## config.mk

```make
export PLATFORM = sky130hd
export DESIGN_NAME = demux4_stream
export DESIGN_NICKNAME = d
export VERILOG_FILES = /design/src/rtl/demux4_stream_pkg.sv /design/src/rtl/demux_slot.sv /design/src/rtl/demux4_stream.sv
export SDC_FILE = /design/constraint.sdc
export NUM_CORES = 1
export LEC_CHECK = 0
export CAP_MARGIN = 20
export CELL_PAD_IN_SITES_DETAIL_PLACEMENT = 0
export CELL_PAD_IN_SITES_GLOBAL_PLACEMENT = 1
export CORE_MARGIN = 2
export CORE_UTILIZATION = 38
export CTS_BUF_LIST = sky130_fd_sc_hd__clkbuf_8
export DETAILED_ROUTE_END_ITERATION = 8
export GPL_ROUTABILITY_DRIVEN = 0
export PLACE_DENSITY = 0.85
export REMOVE_ABC_BUFFERS = 1
export SYNTH_ARGS = -nofsm -noshare
export SYNTH_HDL_FRONTEND = slang
export SYNTH_SLANG_ARGS = --single-unit
```

## constraint.sdc

```tcl
create_clock -name clk -period 1.8 [get_ports clk]
set_input_delay 0.36 -clock clk [delete_from_list [all_inputs] [get_ports clk]]
set_output_delay 0.36 -clock clk [all_outputs]
set_load 0.02 [all_outputs]
```

## src/rtl/demux4_stream_pkg.sv

```systemverilog
// Shared constants for the 1-to-4 byte stream demultiplexer.
package demux4_stream_pkg;
  localparam int CH_NUM    = 4;
  localparam int SEL_W     = 2;
  localparam int DEF_WIDTH = 8;
  localparam int DEF_CNT_W = 8;
endpackage

```

## src/rtl/demux_slot.sv

```systemverilog
// One output channel: single-entry data register, valid bit and accepted-byte counter.
module demux_slot #(
  parameter int WIDTH = 8,
  parameter int CNT_W = 8
) (
  input  logic             clk,
  input  logic             rst_n,
  input  logic             load,
  input  logic             take,
  input  logic [WIDTH-1:0] din,
  output logic             ready_o,
  output logic [WIDTH-1:0] dout,
  output logic             valid_o,
  output logic [CNT_W-1:0] cnt
);
  // A full slot can still load if its consumer drains it in the same cycle.
  assign ready_o = ~valid_o | take;

  always_ff @(posedge clk or negedge rst_n) begin
    if (!rst_n) begin
      dout    <= '0;
      valid_o <= 1'b0;
      cnt     <= '0;
    end else if (load) begin
      dout    <= din;
      valid_o <= 1'b1;
      cnt     <= cnt + CNT_W'(1);
    end else if (valid_o && take) begin
      valid_o <= 1'b0;
    end
  end
endmodule

```

## src/rtl/demux4_stream.sv

```systemverilog
// Registered 1-to-4 byte demultiplexer; each channel buffers one byte independently.
module demux4_stream
  import demux4_stream_pkg::*;
#(
  parameter int WIDTH = DEF_WIDTH,
  parameter int CNT_W = DEF_CNT_W
) (
  input  logic              clk,
  input  logic              rst_n,
  input  logic [WIDTH-1:0]  in_data,
  input  logic [SEL_W-1:0]  in_sel,
  input  logic              in_valid,
  output logic              in_ready,
  output logic [WIDTH-1:0]  out0,
  output logic [WIDTH-1:0]  out1,
  output logic [WIDTH-1:0]  out2,
  output logic [WIDTH-1:0]  out3,
  output logic [CH_NUM-1:0] out_valid,
  input  logic [CH_NUM-1:0] out_ready,
  output logic [CNT_W-1:0]  cnt0,
  output logic [CNT_W-1:0]  cnt1,
  output logic [CNT_W-1:0]  cnt2,
  output logic [CNT_W-1:0]  cnt3
);
  logic [CH_NUM-1:0]             load;
  logic [CH_NUM-1:0]             slot_ready;
  logic [CH_NUM-1:0]             vld;
  logic [CH_NUM-1:0][WIDTH-1:0]  data;
  logic [CH_NUM-1:0][CNT_W-1:0]  cnt;
  logic                          accept;

  // Readiness depends only on the channel the current byte targets.
  assign in_ready = slot_ready[in_sel];
  assign accept   = in_valid & in_ready;
  assign load     = accept ? (CH_NUM'(1) << in_sel) : '0;

  for (genvar k = 0; k < CH_NUM; k++) begin : g_slot
    demux_slot #(.WIDTH(WIDTH), .CNT_W(CNT_W)) u_slot (
      .clk     (clk),
      .rst_n   (rst_n),
      .load    (load[k]),
      .take    (out_ready[k]),
      .din     (in_data),
      .ready_o (slot_ready[k]),
      .dout    (data[k]),
      .valid_o (vld[k]),
      .cnt     (cnt[k])
    );
  end

  assign out_valid = vld;
  assign out0 = data[0];
  assign out1 = data[1];
  assign out2 = data[2];
  assign out3 = data[3];
  assign cnt0 = cnt[0];
  assign cnt1 = cnt[1];
  assign cnt2 = cnt[2];
  assign cnt3 = cnt[3];
endmodule
```

---- After elaboration in Yosys (flattened, before gate mapping) ----
Cells that the tools add are included.
operators by class
  add/subtract/negate cells ............... 4
  magnitude comparators ................... 1
  shift operators ......................... 1
  mux-type cells .......................... 11
  bitwise logic cells ..................... 9
  reductions and logical operators ........ 8
operators by type and width
  operator                                                              count
  8-bit by 1-bit adder with 8-bit output, second input constant         4
  1-bit 2-to-1 mux                                                      9
  2-bit nonzero test                                                    4
  1-bit logical AND                                                     4
  4-bit 2-to-1 mux                                                      1
  1-bit NOT                                                             4
  1-bit OR                                                              4
  1-bit by 2-bit left shift with 4-bit output, first input constant     1
  2-bit by 3-bit < comparator with 1-bit output, second input constant  1
  1-bit binary-select mux with 2-bit select                             1
  1-bit bitwise AND                                                     1
word-level totals
  register bits ........................... 68
  input port bits ......................... 17
  output and inout port bits .............. 69
  logic and storage cells ................. 46

---- Logic depth before layout (Yosys ltp) ----
Gate-level depths: netlist of the first run.
  depth in word-level cells ............... 7
  depth in mapped cells ................... 7
  depth with buffers taken out ............ 4

---- Cells and area by module ----
Synthesis of the first run repeated with hierarchy kept, for this count alone.
unflattened totals
  cell total of the unflattened synthesis .. 189
  area, all modules ....................... 2825.2 um2
by module, submodules not included
  module         times used  cells an instance  area each (um2)  seq. area each (um2)
  demux_slot     4           46                 689.4            425.4
  demux4_stream  1           5                  67.6             0.0

---- Worst setup path before layout of the first run ----
OpenSTA, ideal clock, no wires.
  path type ............................... input -> output
  start point ............................. input port in_sel[1]
  end point ............................... output port in_ready
  arrival time ............................ 1121 ps
  data required time ...................... 1440 ps
  slack ................................... 319 ps
  cell stages on the path ................. 2
  path buffers ............................ 1
  path through ............................ buf_6 > mux4_1
on the way
  cells in the longest elaborated chain, start to end .. 2
ends and longest elaborated chain
  item                                       line                 RTL
  from (decl)                                demux4_stream.sv:11  input logic [SEL_W-1:0] in_sel,
  1-bit binary-select mux with 2-bit select  demux4_stream.sv:33  assign in_ready = slot_ready[in_sel];
  1-bit 2-to-1 mux (not written as such)     demux4_stream.sv:33
  to (decl)                                  demux4_stream.sv:13  output logic in_ready,
Every way passes these cells. The select of a mux whose other input is x is not followed.

---- Worst setup path in the final report of the first run ----
  start point ............................. register g_slot[3].u_slot.valid_o
  end point ............................... output port in_ready
on the way
  cells in the longest elaborated chain, start to end .. 4
ends and longest elaborated chain
  item                                       line                 RTL
  from (decl)                                demux_slot.sv:13     output logic valid_o,
  from (signal assigned)                     demux_slot.sv:22     valid_o <= 1'b0;
  from (signal assigned)                     demux_slot.sv:26     valid_o <= 1'b1;
  from (signal assigned)                     demux_slot.sv:29     valid_o <= 1'b0;
  1-bit NOT                                  demux_slot.sv:17     assign ready_o = ~valid_o | take;
  1-bit OR                                   demux_slot.sv:17
  1-bit binary-select mux with 2-bit select  demux4_stream.sv:33
  1-bit 2-to-1 mux (not written as such)     demux4_stream.sv:33
Every way passes these cells. The select of a mux whose other input is x is not followed.

==> results of run 1 <==
## placed cells by master, fill, tap and decap left out, types with 2 or more instances in the layout
| cell | n |
|---|---|
| dfrtp_1 | 68 |
| xnor2_1 | 22 |
| nand4_1 | 11 |
| and2_1 | 4 |
| nand2_1 | 38 |
| buf_12 | 2 |
| buf_4 | 20 |
| bufinv_16 | 2 |
| and3_1 | 4 |
| nand2b_4 | 5 |
| clkbuf_8 | 11 |
| dlymetal6s2s_1 | 9 |
| nor2_1 | 2 |
| ha_1 | 4 |
| dlygate4sd2_1 | 6 |
| nor2b_1 | 2 |
| nand3_1 | 8 |
| xor2_1 | 6 |
| clkinvlp_4 | 2 |
| clkdlybuf4s50_1 | 66 |
| mux2_2 | 27 |
## final timing paths
path,slack [ns],end
worst max-delay path,0.03,in_ready
worst min-delay path,0.04,g_slot[0].u_slot.cnt[7]$_DFFE_PN0P_
worst max register to register,0.12,g_slot[0].u_slot.cnt[7]$_DFFE_PN0P_
worst min register to register,0.46,g_slot[0].u_slot.cnt[7]$_DFFE_PN0P_
max in group asynchronous,1.46,g_slot[1].u_slot.dout[0]$_DFFE_PN0P_
min in group clk,0.45,g_slot[0].u_slot.valid_o$_DFFE_PN0P_
## power by group through the flow
| stage | Sequential (mW) | Combinational (mW) | Clock (mW) |
|---|---|---|---|
| after floorplan | 2.62 | 0.438 | 0 |
| after global placement | 2.23 | 1.77 | 0 |
| after detailed placement | 2.24 | 1.80 | 0 |
| after CTS | 2.22 | 1.81 | 1.47 |
| after global routing | 2.29 | 1.89 | 1.55 |
| final | 2.22 | 1.77 | 1.43 |
## worst reg2reg max path, cell delays in order, from the launching register on
cell	delay, ns
dfrtp_1	0.42
buf_4	0.15
nor2b_1	0.15
or4_4	0.53
nor3_2	0.20
xor2_1	0.16
## layout make-up
type / instances / area (um^2)
repair buffers: 105 / 1032
clock inverters: 5 / 83.83
well taps: 99 / 123.9
inverters: 1 / 3.754
multi-input cells: 141 / 1081
flip-flops and latches: 68 / 1702
fillers: 647 / 3075
clock buffers: 11 / 151.4
## cell usage after synthesis
| master | instances |
|---|---|
| nand2b_1 | 4 |
| nand2b_4 | 1 |
| nand2_1 | 38 |
| mux4_1 | 1 |
| nor3b_4 | 1 |
| buf_4 | 6 |
| or3_2 | 1 |
| buf_6 | 2 |
| or4_4 | 1 |
| and2_1 | 4 |
| mux2_2 | 27 |
| nor3_1 | 1 |
| buf_2 | 3 |
| and3_1 | 4 |
| and4b_2 | 1 |
| xnor2_1 | 22 |
| o21ai_0 | 1 |
| dfrtp_1 | 68 |
| inv_1 | 1 |
| clkbuf_1 | 1 |
| nor2_1 | 2 |
| nor3_2 | 1 |
| ha_1 | 4 |
| nand4_1 | 11 |
| xor2_1 | 6 |
| nor2b_1 | 2 |
| nand3_1 | 8 |
## kinds of logic (layout without fill, tap and decap cells)
group,count (synthesis),count (layout),share of synthesized area (%)
and+or+nand+nor,80,80,14.90
AOI/OAI and AO/OA,1,1,0.1757
muxes,28,28,11.60
adders and majority gates,4,4,1.758
DFF,68,68,59.78
buffers and inverters,13,122,3.164
xor gates and xnor gates,28,28,8.615
## registers in the layout, indices dropped and copies added (netlist names)
name	flops
g_slot.u_slot.valid_o	4
g_slot.u_slot.dout	32
g_slot.u_slot.cnt	32
## metal layers
metal	global-route usage (%)	part of all wire (%)
met5	0	0
met4	6.282	0.99
met3	4.508	5.8
met2	24.38	47
met1	21.39	46
## what timing repair did
| item | CTS | global route |
|---|---|---|
| gates resized for setup | 19 | 9 |
| endpoints found under the setup margin | 1 | 10 |
| setup buffers | 1 | 2 |
| cloned | 0 | 0 |
==> impl_metrics.py, run 1 <==
metrics = {
    "outcome": {
        "status": "finished, final reports clean",
    },
    "sta": {
        "period_needed_ns": 1.773,
        "hold_violations": 0,
        "fmax_mhz": 564.0,
        "final_max_slew_viol_count": 0,
        "fin_setup_tns_ns": 0,
        "rsz0062_at_grt": "yes",
        "finalCritPeriodShare_pct": 98.50,
        "finalWorstSetupSlack_ns": 0.02702,
        "finClkSkew_ns": 0.008716,
        "hold_ws_ns": 0.04028,
        "worst_pin_slew_ns": 0.3633,
        "setup_viol": 0,
        "slew_headroom_pct": 75.78,
    },
    "global_routing": {
        "antenna_found_initial": 0,
        "grt_max_degree": 69,
        "grt-ovfl-total": 0,
        "grt_pass1_wl_um": 10330,
        "grtUsageTotal_pct": 15.90,
        "grt_pass1_vias": 2035,
    },
    "detailed_routing": {
        "wirelength_um": 6188,
        "routedWlPerCell_um": 14.39,
        "dr.pass1.iters": 4,
        "drt_iter0_drc": 84,
        "drc": 0,
        "ant_nets": 0,
        "vias": 1980,
        "vias_per_cell": 4.605,
    },
    "run": {
        "maxCapViolCount": 0,
    },
    "power": {
        "power.total_mw": 5.423,
        "internal_power_mw": 3.655,
        "p_sw_share_pct": 32.59,
        "power_density_nw_per_um2": 1298,
        "comb_power_share_pct": 32.7,
        "p_leak_nw": 1.940,
        "switchingPower_mw": 1.767,
        "seqPwrFrac_pct": 40.9,
        "peakVddDrop_mv": 0.8314,
        "pwr-share-clk_pct": 26.4,
    },
    "floorplanning": {
        "die_y_um": 90.55,
        "core_um2": 7253,
        "fp-row-count": 31,
        "initial_core_util_pct": 39.24,
        "dieArea_um2": 8199,
        "die_width_um": 90.55,
        "pin_count": 86,
    },
    "logic_synthesis": {
        "yosys.area.top_type": "dfrtp_1",
        "yosysUniqueCellTypes": 27,
        "ys_seq_area_share_pct": 59.78,
        "synth.area.top_cells": "dfrtp_1, mux2_2, xnor2_1",
        "yosys_warnings": 0,
        "synth_top_area_share_pct": 59.78,
        "ys_ff_latch": 68,
        "postSynthCellCount": 222,
        "syn_avg_cell_area_um2": 12.82,
        "netlist_area_um2": 2846,
    },
    "worst_setup_path": {
        "reg2reg_from": "g_slot[0].u_slot.valid_o$_DFFE_PN0P_",
        "crit_path_max_fanout": 2,
        "worstSetupStartpointType": "flip-flop",
        "cpPeakStageDelay_ns": 0.48,
        "cp_top_family": "multiplexers",
        "r2r_cells": 5,
        "slowest_stage": "mux4_2",
        "startpoint": "g_slot[3].u_slot.valid_o$_DFFE_PN0P_",
        "worstSetupPathType": "reg2out",
        "cp_num_cells": 3,
        "worstPathRequired_ns": 1.44,
        "cp_num_buf_inv": 1,
        "path_cells": "nand2b_4 -> mux4_2 -> buf_6",
        "end_kind": "output pin",
        "worst_ep_arrival_time_ns": 1.41,
    },
    "cts": {
        "hold_buffers": 0,
        "clk_path_buf_depth": 2,
        "clock_sinks": 68,
        "cts-buffers-inserted": 9,
        "cts_tree": "done",
        "clk_latency_ns": 0.33,
        "clock-root-buffer": "clkbuf_8",
        "cts_max_level": 3,
        "clk_pin_slew_ns": 0.08,
    },
    "finish": {
        "n_antenna_cell": 0,
        "stdcell_area_um2": 4178,
        "area_growth_syn_to_layout_pct": 46.77,
        "drive_gt1_share_pct": 23.56,
        "fin_cells": 430,
        "layout.nets": 347,
        "final_util_pct": 57.60,
    },
    "placed_design": {
        "dp_hpwl_um": 4336,
        "place_area_um2": 3882,
        "place_ws_ns": -0.5683,
        "portBuffers": 85,
        "place_inst": 411,
    },
    "min_path": {
        "hp-class": "in2async",
    },
}
No activity file was read; power rests on OpenSTA's default activity.
==> run 2, diff against run 1 <==
--- a/config.mk
+++ b/config.mk
@@ -13,7 +13,8 @@
 export CTS_BUF_LIST = sky130_fd_sc_hd__clkbuf_8
 export DETAILED_ROUTE_END_ITERATION = 8
 export GPL_ROUTABILITY_DRIVEN = 0
-export PLACE_DENSITY = 0.85
+export GPL_TIMING_DRIVEN = 0
+export PLACE_DENSITY_LB_ADDON = 0.1
 export REMOVE_ABC_BUFFERS = 1
 export SYNTH_ARGS = -nofsm -noshare
 export SYNTH_HDL_FRONTEND = slang
==> run 2 against run 1 <==
Largest cell class unchanged. Worst setup slack lost 0.0011 ns. Critical path depth is the same. Highest routed layer unchanged. Count of clock-buffer cells in the layout shrank 1.
==> impl_metrics.py, run 2 (same netlist as run 1, synthesis figures left out) <==
metrics = {
    "global_routing": {
        "grtUsageTotal_pct": 15.32,
        "grt_pass1_vias": 1964,
        "met3_usage_pct": 5.008,
        "grt_pass1_wl_um": 9777,
        "antenna_found_initial": 0,
        "gr-usage-met2_pct": 22.89,
        "grt-ovfl-total": 0,
        "busiest_layer": "met2",
        "grt_use_met1_pct": 20.13,
        "grt_max_degree": 69,
    },
    "finish": {
        "fillers": 637,
        "mostFrequentLayoutCell": "clkdlybuf4s50_1",
        "final_util_pct": 55.72,
        "layout.nets": 333,
        "area_growth_syn_to_layout_pct": 41.98,
        "final_cell_mix": "clkdlybuf4s50_1, dfrtp_1, nand2_1, mux2_2, xnor2_1",
        "n_antenna_cell": 0,
        "drive_gt1_share_pct": 20.50,
        "fin_cells": 416,
        "top_regs": "g_slot.u_slot.cnt: 32 flops, g_slot.u_slot.dout: 32 flops, g_slot.u_slot.valid_o: 4 flops",
    },
    "sta": {
        "final_max_slew_viol_count": 0,
        "worst_pin_slew_ns": 0.8420,
        "finalCritPeriodShare_pct": 98.56,
        "finClkSkew_ns": 0.008548,
        "hold_ws_ns": 0.1214,
        "fin_setup_tns_ns": 0,
        "setup_viol": 0,
        "period_needed_ns": 1.774,
        "rsz0062_at_grt": "yes",
        "fmax_mhz": 563.7,
        "hold_violations": 0,
        "slew_headroom_pct": 43.87,
    },
    "floorplanning": {
        "core_um2": 7253,
        "initial_core_util_pct": 39.24,
        "dieArea_um2": 8199,
        "pin_count": 86,
        "fp-row-count": 31,
        "die_width_um": 90.55,
        "die_y_um": 90.55,
    },
    "worst_setup_path": {
        "end_kind": "output pin",
        "r2r_cells": 4,
        "reg2reg_from": "g_slot[0].u_slot.valid_o$_DFFE_PN0P_",
        "worstSetupStartpointType": "flip-flop",
        "worstPathRequired_ns": 1.44,
        "startpoint": "g_slot[0].u_slot.valid_o$_DFFE_PN0P_",
        "r2r_end": "g_slot[0].u_slot.cnt[7]$_DFFE_PN0P_",
        "r2r_setup_slack_ns": 0.19,
        "crit_path_max_fanout": 3,
        "worstSetupPathType": "reg2out",
        "crit_end": "in_ready",
        "worst_ep_arrival_time_ns": 1.41,
    },
    "placed_design": {
        "place_inst": 394,
        "portBuffers": 85,
        "dp_hpwl_um": 3996,
    },
    "cts": {
        "hold_buffers": 0,
        "cts-buffers-inserted": 9,
        "clock-root-buffer": "clkbuf_8",
        "clk_pin_slew_ns": 0.07,
        "cts_tree": "done",
        "clk_path_buf_depth": 2,
        "clk_latency_ns": 0.34,
        "cts_max_level": 3,
        "clock_sinks": 68,
    },
    "detailed_routing": {
        "vias": 1952,
        "vias_per_cell": 4.692,
        "drc": 0,
        "routedWlPerCell_um": 14.44,
        "wirelength_um": 6006,
        "ant_nets": 0,
        "dr.pass1.iters": 4,
        "drt_iter0_drc": 77,
    },
    "run": {
        "maxCapViolCount": 0,
    },
    "power": {
        "power_density_nw_per_um2": 1252,
        "p_leak_nw": 1.832,
        "peakVddDrop_mv": 0.5460,
        "power.total_mw": 5.059,
    },
    "min_path": {
        "hp-class": "in2async",
    },
    "outcome": {
        "status": "finished, final reports clean",
    },
}
[run 2: worst min-delay path by stage]
stage / from / endpoint / slack (ns) / cells past startpoint
detailed placement: g_slot[0].u_slot.dout[3]$_DFFE_PN0P_ / g_slot[0].u_slot.dout[3]$_DFFE_PN0P_ / 0.46 / 2
finish: rst_n / g_slot[2].u_slot.valid_o$_DFFE_PN0P_ / 0.12 / 1
global route: rst_n / g_slot[0].u_slot.valid_o$_DFFE_PN0P_ / 0.21 / 1
CTS: rst_n / g_slot[2].u_slot.cnt[4]$_DFFE_PN0P_ / 0.16 / 1
floorplan: rst_n / g_slot[0].u_slot.cnt[0]$_DFFE_PN0P_ / 0.06 / 0
global placement: g_slot[0].u_slot.cnt[7]$_DFFE_PN0P_ / g_slot[0].u_slot.cnt[7]$_DFFE_PN0P_ / 0.46 / 1
[run 2: timing repair]
item                                    in CTS  in global routing
endpoints found under the setup margin      46                 19
gates resized for setup                      9                 18
buffers inserted                             2                  4
pin swaps                                    1                  0
[run 2: layout make-up]
| cell class | count | area, um^2 | share of cell area [%] |
|---|---|---|---|
| Clock buffer | 10 | 137.6 | 3.406 |
| Inverter | 1 | 3.754 | 0.09288 |
| Timing Repair Buffer | 91 | 934.6 | 23.13 |
| Tap cell | 99 | 123.9 | 3.065 |
| Clock inverter | 6 | 40.04 | 0.9907 |
| Multi-Input combinational cell | 141 | 1100 | 27.21 |
| Sequential cell | 68 | 1702 | 42.11 |
[run 2: power breakdown]
part | total [mW] | switching [mW] | internal (mW)
Combinational | 1.73 | 0.840 | 0.893
Clock | 1.12 | 0.585 | 0.531
Sequential | 2.21 | 0.334 | 1.88
[run 2: per-stage QoR]
| stage | worst slack, ns | area (um^2) |
|---|---|---|
| after floorplan | 0.0002124 | 2760 |
| after CTS | -0.1620 | 3948 |
| after detailed placement | -0.7498 | 3740 |
| after global placement | -2.051 | 3735 |
| final | 0.02589 | 4041 |
| after global routing | -0.03093 | 4041 |
[run 2: worst max-delay path, stage by stage (launching register included)]
cell,delay [ns]
dfrtp_1,0.41
nand2b_4,0.07
mux4_2,0.46
buf_6,0.15
[run 2: routing by layer]
| metal | wire length, um | up-vias | part of all wire (%) |
|---|---|---|---|
| met5 | 0 | - | 0 |
| met4 | 99 | 0 | 1.6 |
| met2 | 2669 | 59 | 44 |
| li1 | - | 928 | - |
| met3 | 436 | 9 | 7.3 |
| met1 | 2799 | 956 | 47 |
